**src/rtl/cal_keypad_pkg.sv**
```systemverilog
// ---------------------------------------------------------------------------
// cal_keypad_pkg
// Shared types and constants for the calculator keypad scanner.
//   kp_state_t       : scanner FSM states
//   KEY_MAX_DIGIT    : highest key code treated as a digit by the decoder
//   KEY_ERROR        : code the decoder reports for an unusable key
//   DEFAULT_DEBOUNCE : default debounce length in clock cycles
//   clog2_min1       : $clog2 that never returns zero (for register widths)
// ---------------------------------------------------------------------------
package cal_keypad_pkg;

    typedef enum logic [1:0] {
        SCAN       = 2'd0,
        PRESS_DB   = 2'd1,
        HELD       = 2'd2,
        RELEASE_DB = 2'd3
    } kp_state_t;

    localparam logic [3:0]  KEY_MAX_DIGIT    = 4'd9;
    localparam logic [31:0] KEY_ERROR        = 32'habb;
    localparam int          DEFAULT_DEBOUNCE = 10;

    function automatic int clog2_min1(input int value);
        return (value > 1) ? $clog2(value) : 1;
    endfunction

endpackage

```
**src/rtl/key_fifo.sv**
```systemverilog
// ---------------------------------------------------------------------------
// key_fifo
// Small synchronous FIFO with a registered head-of-queue output.
//   clk       : clock, posedge
//   i_rst_n   : asynchronous active-low reset (empties the queue)
//   i_push    : write request for i_data
//   i_data    : data to enqueue
//   i_ready   : consumer accepts o_data when o_valid && i_ready
//   o_data    : registered head entry, held while not popped
//   o_valid   : queue not empty
//   o_drop    : push refused this cycle (full with no simultaneous pop)
// DEPTH must be a power of two, at least 2.
// ---------------------------------------------------------------------------
module key_fifo
    import cal_keypad_pkg::*;
#(
    parameter int WIDTH = 4,
    parameter int DEPTH = 4
) (
    input  logic             clk,
    input  logic             i_rst_n,
    input  logic             i_push,
    input  logic [WIDTH-1:0] i_data,
    input  logic             i_ready,
    output logic [WIDTH-1:0] o_data,
    output logic             o_valid,
    output logic             o_drop
);

    localparam int AW = clog2_min1(DEPTH);

    logic [WIDTH-1:0] r_mem [DEPTH];
    logic [AW-1:0]    r_wr_ptr;
    logic [AW-1:0]    r_rd_ptr;
    logic [AW:0]      r_count;
    logic [WIDTH-1:0] r_head;
    logic             r_valid;

    logic             w_pop;
    logic             w_full;
    logic             w_push_acc;
    logic [AW-1:0]    w_rd_next;
    logic [AW:0]      w_count_next;
    logic [WIDTH-1:0] w_head_next;

    assign w_pop        = r_valid && i_ready;
    assign w_full       = (r_count == (AW+1)'(DEPTH));
    // A pop frees the slot in the same cycle, so a full FIFO still takes a push.
    assign w_push_acc   = i_push && (!w_full || w_pop);
    assign w_rd_next    = r_rd_ptr + AW'(w_pop);
    assign w_count_next = r_count + (AW+1)'(w_push_acc) - (AW+1)'(w_pop);

    // The entry that becomes head may be the one being written right now
    // (empty queue, or a single entry being popped while a new one arrives).
    assign w_head_next  = (w_push_acc && (r_wr_ptr == w_rd_next)) ? i_data
                                                                  : r_mem[w_rd_next];

    always_ff @(posedge clk) begin
        if (w_push_acc) begin
            r_mem[r_wr_ptr] <= i_data;
        end
    end

    always_ff @(posedge clk or negedge i_rst_n) begin
        if (!i_rst_n) begin
            r_wr_ptr <= '0;
            r_rd_ptr <= '0;
            r_count  <= '0;
            r_head   <= '0;
            r_valid  <= 1'b0;
        end else begin
            if (w_push_acc) begin
                r_wr_ptr <= r_wr_ptr + AW'(1);
            end
            r_rd_ptr <= w_rd_next;
            r_count  <= w_count_next;
            r_valid  <= (w_count_next != '0);
            // Head keeps its last value once the queue drains.
            if (w_count_next != '0) begin
                r_head <= w_head_next;
            end
        end
    end

    assign o_data  = r_head;
    assign o_valid = r_valid;
    assign o_drop  = i_push && w_full && !w_pop;

endmodule

```
**src/rtl/keypad_scan_ctrl.sv**
```systemverilog
// ---------------------------------------------------------------------------
// keypad_scan_ctrl
// Matrix keypad scanner: drives one column at a time, samples the rows,
// debounces press and release, and queues one key code per accepted press.
//   clk      : clock, posedge
//   rst      : asynchronous active-low reset
//   rows     : raw row lines, active-high, asynchronous to clk
//   cols     : one-hot column drive, active-high
//   key      : head-of-queue key code = row*COLS + col
//   valid    : queue not empty
//   ready    : consumer takes key when valid && ready
//   overflow : sticky, a press was dropped because the queue was full
//   clear    : synchronous clear of overflow
// ---------------------------------------------------------------------------
module keypad_scan_ctrl
    import cal_keypad_pkg::*;
#(
    parameter int ROWS            = 4,
    parameter int COLS            = 4,
    parameter int SCAN_CYCLES     = 4,
    parameter int DEBOUNCE_CYCLES = DEFAULT_DEBOUNCE,
    parameter int FIFO_DEPTH      = 4,
    parameter int KEY_W           = $clog2(ROWS*COLS)
) (
    input  logic             clk,
    input  logic             rst,
    input  logic [ROWS-1:0]  rows,
    output logic [COLS-1:0]  cols,
    output logic [KEY_W-1:0] key,
    output logic             valid,
    input  logic             ready,
    output logic             overflow,
    input  logic             clear
);

    localparam int RW = clog2_min1(ROWS);
    localparam int CW = clog2_min1(COLS);
    localparam int SW = clog2_min1(SCAN_CYCLES);
    localparam int DW = clog2_min1(DEBOUNCE_CYCLES);

    // Row synchronizer
    logic [ROWS-1:0] r_sync1;
    logic [ROWS-1:0] r_rs;

    // Scanner state
    kp_state_t       r_state,    w_state_next;
    logic [CW-1:0]   r_col,      w_col_next;
    logic [RW-1:0]   r_row,      w_row_next;
    logic [SW-1:0]   r_scan_cnt, w_scan_cnt_next;
    logic [DW-1:0]   r_db_cnt,   w_db_cnt_next;
    logic            r_overflow;

    logic            w_push;
    logic            w_drop;
    logic            w_rs_any;
    logic            w_rs_hit;
    logic [RW-1:0]   w_lowest_row;
    logic [KEY_W-1:0] w_key_code;

    always_ff @(posedge clk or negedge rst) begin
        if (!rst) begin
            r_sync1 <= '0;
            r_rs    <= '0;
        end else begin
            r_sync1 <= rows;
            r_rs    <= r_sync1;
        end
    end

    assign w_rs_any = |r_rs;
    assign w_rs_hit = r_rs[r_row];

    // Priority to the lowest row when several rows of a column are active.
    always_comb begin
        w_lowest_row = '0;
        for (int i = ROWS - 1; i >= 0; i--) begin
            if (r_rs[i]) begin
                w_lowest_row = RW'(i);
            end
        end
    end

    assign w_key_code = KEY_W'(int'(r_row) * COLS + int'(r_col));

    always_ff @(posedge clk or negedge rst) begin
        if (!rst) begin
            r_state    <= SCAN;
            r_col      <= '0;
            r_row      <= '0;
            r_scan_cnt <= '0;
            r_db_cnt   <= '0;
        end else begin
            r_state    <= w_state_next;
            r_col      <= w_col_next;
            r_row      <= w_row_next;
            r_scan_cnt <= w_scan_cnt_next;
            r_db_cnt   <= w_db_cnt_next;
        end
    end

    always_comb begin
        w_state_next    = r_state;
        w_col_next      = r_col;
        w_row_next      = r_row;
        w_scan_cnt_next = r_scan_cnt;
        w_db_cnt_next   = r_db_cnt;
        w_push          = 1'b0;

        case (r_state)
            SCAN: begin
                // Rows are looked at only on the last dwell cycle so the
                // synchronizer has settled on the column being driven.
                if (r_scan_cnt == SW'(SCAN_CYCLES - 1)) begin
                    w_scan_cnt_next = '0;
                    if (w_rs_any) begin
                        w_row_next    = w_lowest_row;
                        w_db_cnt_next = '0;
                        w_state_next  = PRESS_DB;
                    end else if (r_col == CW'(COLS - 1)) begin
                        w_col_next = '0;
                    end else begin
                        w_col_next = r_col + CW'(1);
                    end
                end else begin
                    w_scan_cnt_next = r_scan_cnt + SW'(1);
                end
            end

            PRESS_DB: begin
                if (!w_rs_hit) begin
                    w_state_next    = SCAN;
                    w_col_next      = '0;
                    w_scan_cnt_next = '0;
                    w_db_cnt_next   = '0;
                end else if (r_db_cnt == DW'(DEBOUNCE_CYCLES - 1)) begin
                    w_push        = 1'b1;
                    w_state_next  = HELD;
                    w_db_cnt_next = '0;
                end else begin
                    w_db_cnt_next = r_db_cnt + DW'(1);
                end
            end

            HELD: begin
                if (!w_rs_hit) begin
                    w_state_next  = RELEASE_DB;
                    w_db_cnt_next = '0;
                end
            end

            RELEASE_DB: begin
                if (w_rs_hit) begin
                    // Release bounce: back to held, no new event.
                    w_state_next  = HELD;
                    w_db_cnt_next = '0;
                end else if (r_db_cnt == DW'(DEBOUNCE_CYCLES - 1)) begin
                    w_state_next    = SCAN;
                    w_col_next      = '0;
                    w_scan_cnt_next = '0;
                    w_db_cnt_next   = '0;
                end else begin
                    w_db_cnt_next = r_db_cnt + DW'(1);
                end
            end

            default: begin
                w_state_next    = SCAN;
                w_col_next      = '0;
                w_scan_cnt_next = '0;
                w_db_cnt_next   = '0;
            end
        endcase
    end

    // Column drive follows the column register; it stays frozen outside SCAN.
    generate
        for (genvar gi = 0; gi < COLS; gi++) begin : g_cols
            assign cols[gi] = (r_col == CW'(gi));
        end
    endgenerate

    key_fifo #(
        .WIDTH (KEY_W),
        .DEPTH (FIFO_DEPTH)
    ) u_fifo (
        .clk     (clk),
        .i_rst_n (rst),
        .i_push  (w_push),
        .i_data  (w_key_code),
        .i_ready (ready),
        .o_data  (key),
        .o_valid (valid),
        .o_drop  (w_drop)
    );

    // Set wins over clear when both happen in one cycle.
    always_ff @(posedge clk or negedge rst) begin
        if (!rst) begin
            r_overflow <= 1'b0;
        end else if (w_drop) begin
            r_overflow <= 1'b1;
        end else if (clear) begin
            r_overflow <= 1'b0;
        end
    end

    assign overflow = r_overflow;

endmodule

```
**config.mk**
```make
export PLATFORM = sky130hd
export DESIGN_NAME = keypad_scan_ctrl
export DESIGN_NICKNAME = d
export VERILOG_FILES = /design/src/rtl/cal_keypad_pkg.sv /design/src/rtl/key_fifo.sv /design/src/rtl/keypad_scan_ctrl.sv
export SDC_FILE = /design/constraint.sdc
export NUM_CORES = 1
export LEC_CHECK = 0
export CAP_MARGIN = 30
export CELL_PAD_IN_SITES_DETAIL_PLACEMENT = 1
export CELL_PAD_IN_SITES_GLOBAL_PLACEMENT = 1
export CORE_ASPECT_RATIO = 1.2
export CORE_MARGIN = 5
export CORE_UTILIZATION = 50
export CTS_CLUSTER_DIAMETER = 30
export DETAILED_ROUTE_END_ITERATION = 7
export HOLD_SLACK_MARGIN = 0.03
export PLACE_DENSITY_LB_ADDON = 0.1
export SLEW_MARGIN = 5
export SYNTH_ARGS = -nofsm -noshare
export SYNTH_HDL_FRONTEND = slang
export SYNTH_HIERARCHICAL = 1
export SYNTH_SLANG_ARGS = --single-unit
```
**constraint.sdc**
```tcl
create_clock -name clk -period 8.35 [get_ports clk]
set_clock_uncertainty 0.1 [all_clocks]
set_input_delay 1.2525 -clock clk [delete_from_list [all_inputs] [get_ports clk]]
set_output_delay 1.2525 -clock clk [all_outputs]
set_load 0.02 [all_outputs]
```
==> impl_results.md <==
- Initial antenna violation count: 0
- Chip Width: 71.9 um
- Global router's overall resource usage: 17.1%
- Max VDD drop: 229 uV
- Hold_buf cts: 0
- 1st-iter DRT viols: 31
- Outcome: finished clean
- DR DRC count: 0
- Final setup fails: 0
- Min-delay worst type: reg -> reg
- Pins over their slew limit: 0
- Die Area: 6060 sq um
- Routed wire per std cell: 18.1 um
- Minimum clock period: 4.09 ns
- Worst endpoint data arrival time: 4.22 ns
- Deepest clock path buffer count: 2
- Slew headroom: 58.5%
- Count leader, synth: dfrtp_1
- Worst path required time: 8.49 ns
- Post-layout nets: 215
- Sequential-to-total area share from yosys stat: 56.8%
- Post-CTS Setup Inserts: 0
- Mapped cell area: 2300 sq um
- Starting density of the core: 50.8%
- Power share of the combinational group: 39.7%
- RSZ-0062 raised after global routing: no
- Static leakage: 1.11 nW
- Synth async-reset ratio: 67.3%
- Dpl ws: 4.08 ns
- Ys Warns: 6
- Area grow syn2layout: 14.3%
- CP Max Fanout: 11
- Routability Congestion: 0.722
- DR pass1 iterations: 5
- Yosys top cell by area: dfrtp_1
- Post-synth top cells: dfrtp_1 (33), edfxtp_1 (16), inv_1 (16)
- Hold Vio Cnt, Final: 0
- Layout fillers: 470
- Clk pwr share: 18.8%
- Top Ports: 18
- Die H: 84.3 um
- Critical Path Max Stage Delay: 0.55 ns
- Net Sw Frac: 36.1%
- Gates resized, CTS repair: 0
- Worst slew pin tran: 0.621 ns
- CP most frequent cell: ha_1
- Sequential share of power: 41.5%
- CTS tree: yes
- Synth Register Bits: 49
- Number of global-route vias before repair: 1623
- TNS Setup: 0 ns
- Setup CP Type: reg -> reg
- Synthesized Nets: 196
- Ant. Diodes: 0
- Nature of the critical path endpoint: flop
- Skew-Pair Late Insertion Delay: 0.30 ns
- EDFF count, synth: 16
- CTS buffer count: 5
- Tcrit/Tclk final: 49.0%
- Overall routed net length: 4.58 mm
- ANT nets after route: 0
- Share of cells above drive strength 1: 12.3%
- Synth unique cells: 49
- Final worst slack: 4.26 ns
- F_max: 245 MHz
- Total gr overflow: 0
- Synthesized netlist cell count: 175
- Vias post-DR: 1433
- Sw power: 0.000321 W
- Via/cell ratio: 5.66
- CTS Sinks: 49
- CTS clk-pin slew, worst paths: 0.09 ns
- Post-synth top area share: 35.9%
- Placeable Area: 4530 sq um
- Pwr per Cell Area: 338 nW/um^2
- Placed wire-length estimate: 3.39 mm
- Primary FF master, synth: dfrtp_1
- Htree depth: 2
- Max Cap Violations: 0
- Cells taking the most area after synthesis: dfrtp_1 (36%), edfxtp_1 (21%), ha_1 (6.5%)
- Int Pwr: 0.000567 W
- Slowest stage cell, crit path: nor3b_1
- PortBufs: 17
- Largest net degree at the start of global routing: 34
- Mapped Avg Cell Area: 13.1 sq um
- Site Rows: 27
- Crit path launch type: flop
- Worst-path cell chain: nand4bb_1, or2_1, nor3b_1, a21bo_2, ha_1, inv_1, ha_1, fa_1, xnor3_1, or3_1, o31a_1, a21oi_2
- First-pass GRT wire length: 7.77 mm
- CTS root buffer: clkbuf_8
- Layout Utilization: 58.1%
[metrics by stage]
step / cells / hold WS, ns / power [W] / cell area (sq um)
floorplan: 175 / 0.231 / 0.000619 / 2300
global placement: 245 / 0.234 / 0.000699 / 2520
detailed placement: 245 / 0.236 / 0.000728 / 2520
CTS: 253 / 0.257 / 0.000900 / 2630
global route: 253 / 0.271 / 0.000944 / 2630
finish: 253 / 0.254 / 0.000888 / 2630
[flip-flops by register name, indices dropped and copies added (netlist names), named ones only]
name / count
r_state: 1
u_fifo/r_wr_ptr: 2
r_col: 2
overflow: 1
u_fifo/o_valid: 1
r_scan_cnt: 2
u_fifo/r_rd_ptr: 2
u_fifo/r_mem: 16
r_row: 2
r_rs: 4
u_fifo/o_data: 4
r_db_cnt: 4
r_sync1: 4
u_fifo/r_count: 3
[layout make-up]
class | instances | area, sq um | area share [%]
Multi-Input combinational cell | 104 | 902 | 34.3
Timing Repair Buffer | 18 | 178 | 6.76
Sequential cell | 49 | 1310 | 49.7
Tap cell | 58 | 72.6 | 2.76
Inverter | 16 | 60.1 | 2.28
Clock inverter | 2 | 38.8 | 1.47
Clock buffer | 6 | 72.6 | 2.76
[cell families after synthesis]
| kind of cell | Yosys count | share of synthesized area [%] |
|---|---|---|
| buffers and inverters | 22 | 4.02 |
| multiplexers | 10 | 7.18 |
| AO/OA/AOI/OAI | 38 | 12.4 |
| adder cells (fa/ha/maj) | 13 | 7.40 |
| XOR/XNOR | 6 | 3.81 |
| flip-flops | 49 | 56.8 |
| AND/OR/NAND/NOR | 37 | 8.43 |
[routing by layer]
layer / GRT usage [%] / vias up / wire length (um)
li1: - / 660 / -
met1: 17.6 / 736 / 1650
met3: 4.79 / 12 / 160
met2: 31.7 / 25 / 2620
met4: 7.01 / 0 / 146
met5: 0 / - / 0
[placed cells by master, fill, tap and decap left out, types with 2 or more instances in the layout]
| master | instances |
|---|---|
| dfrtp_1 | 33 |
| clkdlybuf4s50_1 | 17 |
| inv_1 | 16 |
| edfxtp_1 | 16 |
| nand2_1 | 12 |
| ha_1 | 12 |
| nor2_1 | 7 |
| o21ai_1 | 6 |
| o21ai_0 | 6 |
| mux4_2 | 5 |
| clkbuf_8 | 5 |
| and3_1 | 5 |
| o31a_1 | 4 |
| a21oi_2 | 4 |
| mux2i_1 | 3 |
| a21oi_1 | 3 |
| nor2b_1 | 2 |
| o21a_1 | 2 |
| a21o_1 | 2 |
| xnor3_1 | 2 |
| xnor2_1 | 2 |
[path summary, 6_finish.rpt]
check | startpoint | end | slack, ns | depth (start not counted)
setup / recovery | r_db_cnt[1] | u_fifo/o_data[2] | 4.26 | 12
hold / removal | r_sync1[3] | r_rs[3] | 0.25 | 0
setup reg to reg | r_db_cnt[1] | u_fifo/o_data[2] | 4.26 | 12
hold reg to reg | r_sync1[3] | r_rs[3] | 0.25 | 0
max in group asynchronous | rst | r_sync1[0] | 6.59 | 2
min in group asynchronous | rst | u_fifo/r_count[2] | 1.25 | 2
[worst max-delay path: cells and delay by family (launching register included)]
kind | cells | cell delay, ns
simple gates | 4 | 1.59
fa+ha+maj | 3 | 0.90
compound gates | 3 | 0.70
flops | 1 | 0.47
xor+xnor | 1 | 0.21
buf+inv | 1 | 0.05
[power by group through the flow]
stage	Sequential (W)	Clock (W)	Combinational [W]
floorplan	0.000359	0	0.000260
global placement	0.000369	0	0.000330
detailed placement	0.000375	0	0.000353
CTS	0.000370	0.000173	0.000358
global route	0.000378	0.000183	0.000383
finish	0.000368	0.000167	0.000353
(Power assumes the default switching activity.)
